<file path="src/rtl/dram_result_uart_framer_if.sv">
// Byte-stream bundle between the DRAM read path, the framer and uart_send.
// master = framer side, slave = DRAM core / UART side.
interface dram_result_uart_framer_if;
  logic         rd_done;
  logic [127:0] rd_data;
  logic         tx_en;
  logic [7:0]   tx_data;
  logic         tx_busy;

  modport master (input rd_done, rd_data, tx_busy, output tx_en, tx_data);
  modport slave  (output rd_done, rd_data, tx_busy, input tx_en, tx_data);
endinterface

</file>
<file path="src/rtl/dram_result_uart_framer.sv">
// Snapshots the 16 DRAM core results on each rd_done rising edge and streams them
// to uart_send as a framed, sequence-numbered, XOR-checksummed packet.

module dram_result_uart_framer_lane #(
  parameter int VEC_W = 8
) (
  input  logic             clk_100m,
  input  logic             rst_n,
  input  logic             ld_act_i,
  input  logic             mv_act_i,
  input  logic             ld_pend_i,
  input  logic [VEC_W-1:0] rd_byte_i,
  output logic [VEC_W-1:0] act_o
);
  logic [VEC_W-1:0] act_q, pend_q;

  // A direct load from rd_data wins over promoting the pending byte; the FSM
  // never asserts both, but the priority keeps the lane self-consistent.
  always_ff @(posedge clk_100m or negedge rst_n) begin
    if (!rst_n) begin
      act_q  <= '0;
      pend_q <= '0;
    end else begin
      if (ld_act_i)      act_q <= rd_byte_i;
      else if (mv_act_i) act_q <= pend_q;
      if (ld_pend_i)     pend_q <= rd_byte_i;
    end
  end

  assign act_o = act_q;
endmodule

module dram_result_uart_framer #(
  parameter logic [7:0] HEADER      = 8'hA5,
  parameter int         ACK_TIMEOUT = 4
) (
  input  logic                              clk_100m,
  input  logic                              rst_n,
  dram_result_uart_framer_if.master         bus,
  output logic                              frame_active,
  output logic [7:0]                        frame_cnt,
  output logic [7:0]                        overrun_cnt
);
  localparam int NUM_LANES = 16;
  localparam int VEC_W     = 8;
  localparam int TW        = $clog2(ACK_TIMEOUT + 1);

  typedef enum logic [1:0] {IDLE, SEND, WAIT_ACK, WAIT_DONE} state_e;

  state_e                             state_q;
  logic                               rd_d_q;
  logic                               pend_valid_q;
  logic [4:0]                         idx_q;
  logic [7:0]                         seq_q;
  logic [7:0]                         csum_q;
  logic [TW-1:0]                      to_q;
  logic                               tx_en_q;
  logic [7:0]                         tx_data_q;
  logic                               frame_active_q;
  logic [7:0]                         frame_cnt_q;
  logic [7:0]                         overrun_cnt_q;

  logic [NUM_LANES-1:0][VEC_W-1:0]    rd_vec, act_vec;
  logic                               edge_w, last_done, start_idle;
  logic                               act_ld, act_mv, pend_ld, ovr;
  logic [7:0]                         byte_d;

  assign rd_vec = bus.rd_data;
  assign edge_w = bus.rd_done & ~rd_d_q;

  // A completion cycle counts as "frame active": an edge there either becomes
  // the next frame directly (nothing pending) or is dropped (pending full).
  assign last_done  = (state_q == WAIT_DONE) && !bus.tx_busy && (idx_q == 5'd18);
  assign start_idle = (state_q == IDLE) && edge_w;
  assign act_mv     = last_done && pend_valid_q;
  assign act_ld     = start_idle || (last_done && !pend_valid_q && edge_w);
  assign pend_ld    = edge_w && (state_q != IDLE) && !last_done && !pend_valid_q;
  assign ovr        = edge_w && (state_q != IDLE) && pend_valid_q;

  for (genvar g = 0; g < NUM_LANES; g++) begin : g_lane
    dram_result_uart_framer_lane #(.VEC_W(VEC_W)) u_lane (
      .clk_100m  (clk_100m),
      .rst_n     (rst_n),
      .ld_act_i  (act_ld),
      .mv_act_i  (act_mv),
      .ld_pend_i (pend_ld),
      .rd_byte_i (rd_vec[g]),
      .act_o     (act_vec[g])
    );
  end

  // Byte 2..17 maps to core (idx-2); mod-16 arithmetic on the low bits is exact.
  always_comb begin
    byte_d = act_vec[idx_q[3:0] - 4'd2];
    if (idx_q == 5'd0)       byte_d = HEADER;
    else if (idx_q == 5'd1)  byte_d = seq_q;
    else if (idx_q == 5'd18) byte_d = csum_q;
  end

  always_ff @(posedge clk_100m or negedge rst_n) begin
    if (!rst_n) begin
      state_q        <= IDLE;
      rd_d_q         <= 1'b0;
      pend_valid_q   <= 1'b0;
      idx_q          <= '0;
      seq_q          <= '0;
      csum_q         <= '0;
      to_q           <= '0;
      tx_en_q        <= 1'b0;
      tx_data_q      <= '0;
      frame_active_q <= 1'b0;
      frame_cnt_q    <= '0;
      overrun_cnt_q  <= '0;
    end else begin
      rd_d_q  <= bus.rd_done;
      tx_en_q <= 1'b0;
      if (ovr && overrun_cnt_q != 8'hFF) overrun_cnt_q <= overrun_cnt_q + 8'd1;
      if (pend_ld) pend_valid_q <= 1'b1;

      case (state_q)
        IDLE: begin
          if (start_idle) begin
            seq_q          <= frame_cnt_q;
            idx_q          <= '0;
            csum_q         <= '0;
            frame_active_q <= 1'b1;
            state_q        <= SEND;
          end
        end
        SEND: begin
          if (!bus.tx_busy) begin
            tx_en_q   <= 1'b1;
            tx_data_q <= byte_d;
            if (idx_q != 5'd0 && idx_q != 5'd18) csum_q <= csum_q ^ byte_d;
            to_q      <= '0;
            state_q   <= WAIT_ACK;
          end
        end
        WAIT_ACK: begin
          if (bus.tx_busy || to_q == TW'(ACK_TIMEOUT)) state_q <= WAIT_DONE;
          else                                         to_q    <= to_q + 1'b1;
        end
        WAIT_DONE: begin
          if (!bus.tx_busy) begin
            if (idx_q != 5'd18) begin
              idx_q   <= idx_q + 5'd1;
              state_q <= SEND;
            end else begin
              frame_cnt_q <= frame_cnt_q + 8'd1;
              if (act_mv || act_ld) begin
                seq_q        <= frame_cnt_q + 8'd1;
                idx_q        <= '0;
                csum_q       <= '0;
                pend_valid_q <= 1'b0;
                state_q      <= SEND;
              end else begin
                frame_active_q <= 1'b0;
                state_q        <= IDLE;
              end
            end
          end
        end
        default: state_q <= IDLE;
      endcase
    end
  end

  assign bus.tx_en    = tx_en_q;
  assign bus.tx_data  = tx_data_q;
  assign frame_active = frame_active_q;
  assign frame_cnt    = frame_cnt_q;
  assign overrun_cnt  = overrun_cnt_q;
endmodule

</file>
<file path="src/flat_wrapper.sv">
// flat-port wrapper written by rule: the top's interface ports become plain ports
module dram_result_uart_framer_flat 
#(
  parameter logic [7:0] HEADER      = 8'hA5,
  parameter int         ACK_TIMEOUT = 4
)
  (clk_100m, rst_n, frame_active, frame_cnt, overrun_cnt, bus_rd_done, bus_rd_data, bus_tx_busy, bus_tx_en, bus_tx_data);
  dram_result_uart_framer_if bus_i ();
  input  logic clk_100m;
  input  logic rst_n;
  output logic frame_active;
  output logic [7:0] frame_cnt;
  output logic [7:0] overrun_cnt;
  input wire logic [$bits(bus_i.rd_done)-1:0] bus_rd_done;
  input wire logic [$bits(bus_i.rd_data)-1:0] bus_rd_data;
  input wire logic [$bits(bus_i.tx_busy)-1:0] bus_tx_busy;
  output wire logic [$bits(bus_i.tx_en)-1:0] bus_tx_en;
  output wire logic [$bits(bus_i.tx_data)-1:0] bus_tx_data;
  assign bus_i.rd_done = bus_rd_done;
  assign bus_i.rd_data = bus_rd_data;
  assign bus_i.tx_busy = bus_tx_busy;
  assign bus_tx_en = bus_i.tx_en;
  assign bus_tx_data = bus_i.tx_data;
  dram_result_uart_framer #(.HEADER(HEADER), .ACK_TIMEOUT(ACK_TIMEOUT)) u_core (.clk_100m(clk_100m), .rst_n(rst_n), .bus(bus_i), .frame_active(frame_active), .frame_cnt(frame_cnt), .overrun_cnt(overrun_cnt));
endmodule
</file>
<file path="config.mk">
export PLATFORM = sky130hd
export DESIGN_NAME = dram_result_uart_framer_flat
export DESIGN_NICKNAME = d
export VERILOG_FILES = /design/src/rtl/dram_result_uart_framer_if.sv /design/src/rtl/dram_result_uart_framer.sv /design/src/flat_wrapper.sv
export SDC_FILE = /design/constraint.sdc
export NUM_CORES = 1
export LEC_CHECK = 0
export ABC_AREA = 0
export BUFFER_PORTS_ARGS = -buffer_cell sky130_fd_sc_hd__buf_2
export CELL_PAD_IN_SITES_DETAIL_PLACEMENT = 0
export CELL_PAD_IN_SITES_GLOBAL_PLACEMENT = 1
export CORE_ASPECT_RATIO = 0.5
export CORE_MARGIN = 8
export CORE_UTILIZATION = 43
export CTS_CLUSTER_SIZE = 28
export DETAILED_ROUTE_END_ITERATION = 8
export HOLD_SLACK_MARGIN = 0.06
export PLACE_DENSITY = 0.79
export SLEW_MARGIN = 20
export SYNTH_ARGS = -nofsm -noshare
export SYNTH_HDL_FRONTEND = slang
export SYNTH_SLANG_ARGS = --single-unit
</file>
<file path="constraint.sdc">
create_clock -name clk_100m -period 2.5 [get_ports clk_100m]
set_input_delay 0.125 -clock clk_100m [delete_from_list [all_inputs] [get_ports clk_100m]]
set_output_delay 0.125 -clock clk_100m [all_outputs]
set_load 0.05 [all_outputs]
</file>
# After elaboration in Yosys (flattened, before gate mapping)
# Index checks and enable logic that the tools add are counted.
# word_totals
register_bits	310
input_bits	132
output_inout_bits	26
wordCells	183
# classes
n_addsub	5
order_cmp	1
eq_ne	18
mux	76
bitwise	5
reduce_logical	34
# ops
operator	n
8-bit two-way mux	46
8-bit binary-select mux with 4-bit select	1
8-bit one-hot mux with 3 select lines	1
5-bit two-way mux	4
8-bit by 1-bit adder with 8-bit output (second input constant)	2
8-bit one-hot mux with 2 select lines	1
1-bit logical AND	12
1-bit two-way mux	12
2-bit != test (second input constant)	6
2-bit two-way mux	5
5-bit one-hot mux with 2 select lines	1
5-bit AND reduction	2
8-bit != test (second input constant)	1
2-bit one-hot mux with 4 select lines	1
4-bit AND reduction	2
2-bit nonzero test	4
8-bit bitwise XOR	1
7-bit AND reduction	1
3-bit two-way mux	2
2-bit by 1-bit != test with 1-bit output (second input constant)	3
3-bit one-hot mux with 2 select lines	1
3-bit AND reduction	2
5-bit by 1-bit adder with 5-bit output (second input constant)	1
5-bit by 1-bit equality test with 1-bit output (second input constant)	1
19 further kinds	26

# Longest topological paths before layout
# Gate-level depths: netlist (run 1).
# logic_depth
ltp_word	11
ltp_mapped	14
ltp_nobuf	7

# Hierarchy
# A second synthesis (run 1) with hierarchy kept.
# unflattened
hier_cells	1214
area_unflattened_um2	15394.8
# by_module_without_submodules
mod	instances	cells_each	area_per_inst_um2	seq_area_each_um2
dram_result_uart_framer_lane	16	51	704.4	400.4
dram_result_uart_framer	1	398	4124.0	1351.3

# Worst setup path after synthesis (run 1)
# No wires, ideal clock.
# synth_timing
kind	register to register
start	reg u_core.idx_q[1]
end	reg u_core.csum_q[0]
setup_ns	0.126
arrival_ns	2.657
t_required_ns	2.374
path_slack_ns	-0.283
path_stages_with_launch	11
path_buffers	3
period_less_slack_ns	2.783
cell_sequence	dfrtp_1 > clkbuf_1 > clkbuf_1 > inv_1 > ha_1 > xnor2_1 > clkbuf_1 > nand3_1 > nand3_1 > o21ai_0 > a221o_1
# synth_between
elab_chain_cells	10
elab_cells_between_ends	26
classes_between	add/sub (1); eq/ne (6); mux (8); bitwise (1); reduce/logical (10)
# synth_lines
item	line_no	rtl
start: declaration	dram_result_uart_framer.sv:53	logic [4:0] idx_q;
start signal: assignment	dram_result_uart_framer.sv:146	idx_q <= idx_q + 5'd1;
4-bit by 2-bit subtractor with 4-bit output	dram_result_uart_framer.sv:94	byte_d = act_vec[idx_q[3:0] - 4'd2];
8-bit binary-select mux with 4-bit select	dram_result_uart_framer.sv:94	
8-bit two-way mux (implied by the code)	dram_result_uart_framer.sv:94	
8-bit two-way mux	dram_result_uart_framer.sv:97	else if (idx_q == 5'd18) byte_d = csum_q;
8-bit two-way mux	dram_result_uart_framer.sv:96	else if (idx_q == 5'd1) byte_d = seq_q;
8-bit two-way mux	dram_result_uart_framer.sv:95	if (idx_q == 5'd0) byte_d = HEADER;
8-bit bitwise XOR	dram_result_uart_framer.sv:134	if (idx_q != 5'd0 && idx_q != 5'd18) csum_q <= csum_q ^ byte_d;
8-bit two-way mux	dram_result_uart_framer.sv:134	
8-bit two-way mux	dram_result_uart_framer.sv:131	if (!bus.tx_busy) begin
8-bit one-hot mux with 3 select lines	dram_result_uart_framer.sv:120	case (state_q)
end signal: assignment	dram_result_uart_framer.sv:134	
end: declaration	dram_result_uart_framer.sv:55	logic [7:0] csum_q;
# Several ways; a longest one is shown, not always the timed one. The select of a mux whose other input is x is not followed.
# A chain may end at the register's enable or synchronous reset.

# Worst setup path after layout (run 1)
# layout_timing
start	reg u_core.idx_q[0]
end	reg u_core.g_lane[14].u_lane.act_q[1]
# layout_between
elab_chain_cells	6
elab_cells_between_ends	8
classes_between	eq/ne (1); mux (1); reduce/logical (6)
# layout_lines
item	line_no	rtl
5-bit equality test (*)	dram_result_uart_framer.sv:73	assign last_done = (state_q == WAIT_DONE) && !bus.tx_busy && (idx_q == 5'd18);
1-bit logical AND (*)	dram_result_uart_framer.sv:73	
1-bit logical AND (2 in a row)	dram_result_uart_framer.sv:76	assign act_ld = start_idle || (last_done && !pend_valid_q && edge_w);
1-bit logical OR	dram_result_uart_framer.sv:76	
8-bit two-way mux / 2-bit nonzero test (equally long branches)	-	
end signal: assignment	dram_result_uart_framer.sv:24	if (ld_act_i) act_q <= rd_byte_i;
end signal: assignment	dram_result_uart_framer.sv:25	else if (mv_act_i) act_q <= pend_q;
end: declaration	dram_result_uart_framer.sv:15	logic [VEC_W-1:0] act_q, pend_q;
# Every way passes the cells marked *; elsewhere a longest branch is shown, timed or not.

==> results of run 1 <==
[through the flow]
| stage | setup WS, ps | utilization | cell area, µm² | instances | total power, mW |
|---|---|---|---|---|---|
| finish | 134 | 0.545 | 18600 | 1993 | 20.5 |
| global placement | 144 | 0.479 | 16300 | 1805 | 15.7 |
| floorplan | 12.0 | - | 14800 | 1228 | 13.5 |
| global route | 23.4 | 0.545 | 18600 | 1993 | 21.8 |
| detailed placement | 69.1 | 0.479 | 16300 | 1805 | 16.1 |
| CTS | 62.8 | 0.544 | 18500 | 1990 | 20.6 |
[registers in the layout, summed over array words and instances, names as in the netlist, 2 cells and up]
signal and flops:
u_core.bus.tx_data 8, u_core.csum_q 8, u_core.frame_cnt 8, u_core.g_lane.u_lane.act_o 128
u_core.g_lane.u_lane.pend_q 128, u_core.idx_q 5, u_core.overrun_cnt 8, u_core.seq_q 8
u_core.state_q 2, u_core.to_q 3
[synth_stat cells, drive strengths merged, types with 8 or more instances]
cell	n
buf	43
inv	10
mux4	32
nor2	19
ha	15
mux2	134
o22ai	9
o21ai	153
nand4	9
nor2b	11
xor2	15
clkbuf	39
xnor2	8
nand3	43
nand2	173
dfrtp	310
mux2i	129
[area by class of cell]
type	instances	area (µm²)
multi-input combinational	825	6580
inverter	11	41.3
tap	450	563
clock inverter	7	52.6
clock buffer	47	843
fill	2836	15500
timing repair buffer	341	2730
antenna	2	5.00
sequential	310	7760
[cell families after synthesis]
logic type,Yosys count
flops,310
simple gates,284
compound gates,208
xor+xnor,23
fa+ha+maj,15
mux,295
buf+inv,93
[report_power, final]
part / leakage, nW / internal, mW / switching [mW]
registers: 3.84 / 7.29 / 1.39
logic: 4.60 / 3.65 / 3.93
clock network: 0.438 / 2.32 / 1.92
total: 8.88 / 13.3 / 7.24
[worst max-delay path, cell delays in order (launching register included)]
cell and delay [ps]:
dfrtp_2 430, inv_1 110, ha_2 210, nand4bb_1 210, or3_4 450, a21oi_4 230
buf_12 210, buf_16 210, o21ai_0 140
[repair_timing]
action	4_1_cts	5_1_grt
endpoints found under the setup margin	0	19
buffers inserted	0	1
gates resized for setup	0	5
hold endpoints to repair	535	0
hold buffers	131	0
[final timing paths]
| path | end | start | slack [ps] | cells past startpoint |
|---|---|---|---|---|
| worst min-delay path | u_core.g_lane[12].u_lane.pend_q[1] | rst_n | 140 | 2 |
| worst max-delay path | u_core.g_lane[14].u_lane.act_o[1] | u_core.idx_q[0] | 130 | 8 |
| min in group clk_100m | u_core.rd_d_q | bus_rd_done | 270 | 2 |
| max in group asynchronous | u_core.g_lane[12].u_lane.pend_q[7] | rst_n | 1590 | 3 |
| worst max register to register | u_core.g_lane[14].u_lane.act_o[1] | u_core.idx_q[0] | 130 | 8 |
| worst min register to register | u_core.bus.tx_data[4] | u_core.bus.tx_data[4] | 460 | 2 |
[per-layer routing]
layer / vias to the layer above / part of all wire / wire, µm / GRT usage
li1: 5004 / - / - / -
met1: 5484 / 0.43 / 16400 / 0.240
met2: 210 / 0.50 / 18800 / 0.309
met3: 75 / 0.041 / 1560 / 0.0348
met4: 0 / 0.029 / 1100 / 0.0543
met5: - / 0 / 0 / 0
==> results_dict.tcl, run 1 <==
set metrics [dict create \
    synth_top_family_by_area "multiplexers" \
    synth_top_cell_by_area "dfrtp_1" \
    start_util 0.433 \
    hold_violations 0 \
    clkTransAtPathRegs_ps 60 \
    grt_pass1_wl_um 61600 \
    grt_pass1_vias 11300 \
    finalHoldWorstSlack_ps 141 \
    die_area_um2 40900 \
    clock_skew_ps 15.9 \
    mostFrequentLayoutCells "dfrtp_1 (308), nand2_1 (173), buf_2 (156), mux2_2 (134), dlygate4sd3_1 (131)" \
    drt_iter0_drc 742 \
    finalSetupViolCount 0 \
    drc_errors 0 \
    synth_nets 1375 \
    avgSynthCellArea_um2 12.0 \
    worst_slew_pin_slew_ps 652 \
    synthSimpleGateAreaFrac 0.0863 \
    grt_max_degree 75 \
    async_flop_share 1.00 \
    ioPinCount 158 \
    via_count 10800 \
    io_buffers 157 \
    required_ps 2940 \
    period_share 0.946 \
    cts_htree_levels 1 \
    first_pass_iters 6 \
    synth_enable_flop_cells 0 \
    root_buffer "clkbuf_16" \
    ys_types 59 \
    fmax_mhz 423 \
    fin_tns_setup_ps 0 \
    wl_per_cell_um 19.0 \
    grt_use_total 0.183 \
    critical_path_arrival_ps 2800 \
    area_growth_pct 25.9 \
    max-slew-margin-rel 0.561 \
    start_kind "flop" \
    antenna_found_initial 2 \
    final_max_slew_viol_count 0 \
    hp-class "input port to asynchronous set/reset pin" \
    yosys_warnings 0 \
    yosys.area_share.xor_xnor 0.0137 \
    ys_top_cells_by_area "dfrtp_1 (53%), mux2_2 (10%), mux2i_1 (8.8%)" \
    end_kind "flop" \
    power_leakage_nw 8.88 \
    post_drt_via_cell_ratio 5.41 \
    place_hpwl_um 26100 \
    final_common_cell "dfrtp_1" \
    status "finished, final reports clean" \
    drive_above_1_share 0.299 \
    numCtsBuffers 29 \
    crit_fanout 47 \
    rsz0062_at_grt "false" \
    tritoncts "done" \
    core_um2 34100 \
    synth-compound-area-share 0.0918 \
    worst-setup-path-type "flop to flop" \
    fp.dieW_um 278 \
    die_h_um 147 \
    period_needed_ps 2370 \
    cts_buffer_depth 3 \
    synth_fa_ha_area_frac 0.0127 \
    ir_worst_vdd_mv 0.515 \
    synth_ff_type "dfrtp_1" \
    gp_congestion 0.823 \
    synth-seq-area-share 0.526 \
    overflow 0 \
    syn_area_um2 14800 \
    routed_wl_um 37800 \
    netlist.area_leader.share 0.526 \
    detail-route-antenna-nets 0 \
    cts_num_sinks 310 \
    clk_latency_ps 570 \
    syn_inst 1228 \
    synthMuxAreaShare 0.239 \
    power_density_nw_per_um2 1100 \
    yosys_register_bits 310 \
    maxCapViolations 0 \
    rows 48 \
    finalNetCount 1665 \
]
(Power assumes the default switching activity.)
==> run 2: changes to the inputs <==
- PLACE_DENSITY: 0.79 -> 0.72
==> results_dict.tcl, run 2 (synthesis gave the netlist of run 1 again) <==
set metrics [dict create \
    status "finished, final reports clean" \
    grt_pass1_vias 11000 \
    wl_per_cell_um 19.0 \
    worst_slew_pin_slew_ps 647 \
    fp.dieW_um 278 \
    crit_fanout 70 \
    r2r-end "u_core.g_lane[8].u_lane.act_o[3]" \
    first_pass_iters 5 \
    via_count 10600 \
    die_h_um 147 \
    r2r_setup_slack_ps 100 \
    fmax_mhz 417 \
    dpl_worst_slack_ps 91.2 \
    p_total_mw 20.8 \
    period_needed_ps 2400 \
    ff2ff_path_depth 8 \
    ir_worst_vdd_mv 0.831 \
    start_kind "flop" \
    rows 48 \
    clk_latency_ps 580 \
    start_util 0.433 \
    cp_slowest_stage_delay_ps 450 \
    slowest_stage "or3_4" \
    drt_iter0_drc 649 \
    maxCapViolations 0 \
    numCtsBuffers 30 \
    drc_errors 0 \
    cts_num_sinks 310 \
    clock_skew_ps 16.7 \
    antenna_found_initial 1 \
    cts_buffer_depth 3 \
    post_drt_via_cell_ratio 5.31 \
    power_density_nw_per_um2 1110 \
    critPathBufInv 3 \
    mostFrequentLayoutCells "dfrtp_1 (308), nand2_1 (173), buf_2 (156), mux2_2 (134), dlygate4sd3_1 (131)" \
    utilization 0.549 \
    path_cells "inv_1 -> ha_1 -> nand4bb_1 -> or3_4 -> a21oi_4 -> buf_12 -> buf_16 -> o21ai_0" \
    fin_tns_setup_ps 0 \
    final_common_cell "dfrtp_1" \
    hold_violations 0 \
    place_hpwl_um 26700 \
    rsz0062_at_grt "true" \
    postCtsSetupRepairBufs 0 \
    ioPinCount 158 \
    max-slew-margin-rel 0.569 \
    grt_use_total 0.185 \
    worst-setup-path-type "flop to flop" \
    end_kind "flop" \
    root_buffer "clkbuf_16" \
    tritoncts "done" \
    grt_pass1_wl_um 61700 \
    layout_setup_ws_ps 102 \
    drive_above_1_share 0.302 \
    n_fill_cell 2867 \
    final_max_slew_viol_count 0 \
    routed_wl_um 37900 \
    rr_startpoint "u_core.idx_q[0]" \
    finalHoldWorstSlack_ps 134 \
    period_share 0.959 \
    io_buffers 157 \
    hp-class "input port to asynchronous set/reset pin" \
    detail-route-antenna-nets 0 \
    required_ps 2950 \
    finalSetupViolCount 0 \
    finalNetCount 1671 \
    cts_htree_levels 1 \
    overflow 0 \
    die_area_um2 40900 \
    core_um2 34100 \
    critical_path_arrival_ps 2850 \
    area_growth_pct 27.0 \
    grt_max_degree 81 \
    critical_path.top_delay_family "simple AND/OR/NAND/NOR gates" \
    clkTransAtPathRegs_ps 60 \
    gp_congestion 0.817 \
    power_leakage_nw 8.97 \
]
run 2: worst max path at each step:
stage	from	to	slack [ps]	depth (start not counted)
after global routing	u_core.idx_q[0]	u_core.g_lane[15].u_lane.act_o[7]	-40	8
after detailed placement	u_core.idx_q[0]	u_core.csum_q[1]	90	6
final	u_core.idx_q[0]	u_core.g_lane[8].u_lane.act_o[3]	100	8
after floorplan	u_core.idx_q[1]	u_core.csum_q[1]	10	10
after global placement	u_core.idx_q[0]	u_core.csum_q[1]	140	6
after CTS	u_core.idx_q[0]	u_core.g_lane[8].u_lane.act_o[3]	90	8
run 2: metal layers:
metal / global-route usage / routed length (µm) / vias to the layer above
met5: 0 / 0 / -
met4: 0.0343 / 612 / 0
met3: 0.0394 / 1730 / 49
met2: 0.301 / 18400 / 175
met1: 0.255 / 17200 / 5365
li1: - / - / 5010
run 2: worst reg2reg max path, cell delays in order (launching register included):
cell and delay [ps]:
dfrtp_2 430, inv_1 110, ha_1 230, nand4bb_1 230, or3_4 450, a21oi_4 170, buf_12 190, buf_16 270
o21ai_0 200
run 2: final cells by class:
type | count | area [µm²] | area share
antenna | 1 | 2.50 | 0.000134
multi-input combinational | 825 | 6580 | 0.351
clock buffer | 43 | 850 | 0.0453
clock inverter | 10 | 143 | 0.00761
tap | 450 | 563 | 0.0300
inverter | 11 | 41.3 | 0.00220
timing repair buffer | 346 | 2810 | 0.150
sequential | 310 | 7760 | 0.414
run 2: report_power, final:
group          switching, mW  internal [mW]  total (mW)  leakage [nW]
combinational           3.95           3.53        7.48          4.65
sequential              1.39           7.29        8.68          3.84
clock                   1.97           2.66        4.64         0.484
run 2: stage by stage:
stage,instances,instance area (µm²)
after global placement,1811,16400
after floorplan,1228,14800
final,1996,18700
after CTS,1995,18700
after global routing,1996,18700
after detailed placement,1811,16400
run 2: repair_timing:
item	in CTS	in global routing
hold buffers	131	0
gates resized for setup	0	4
endpoints found under the hold margin	488	0
endpoints found under the setup margin	0	44
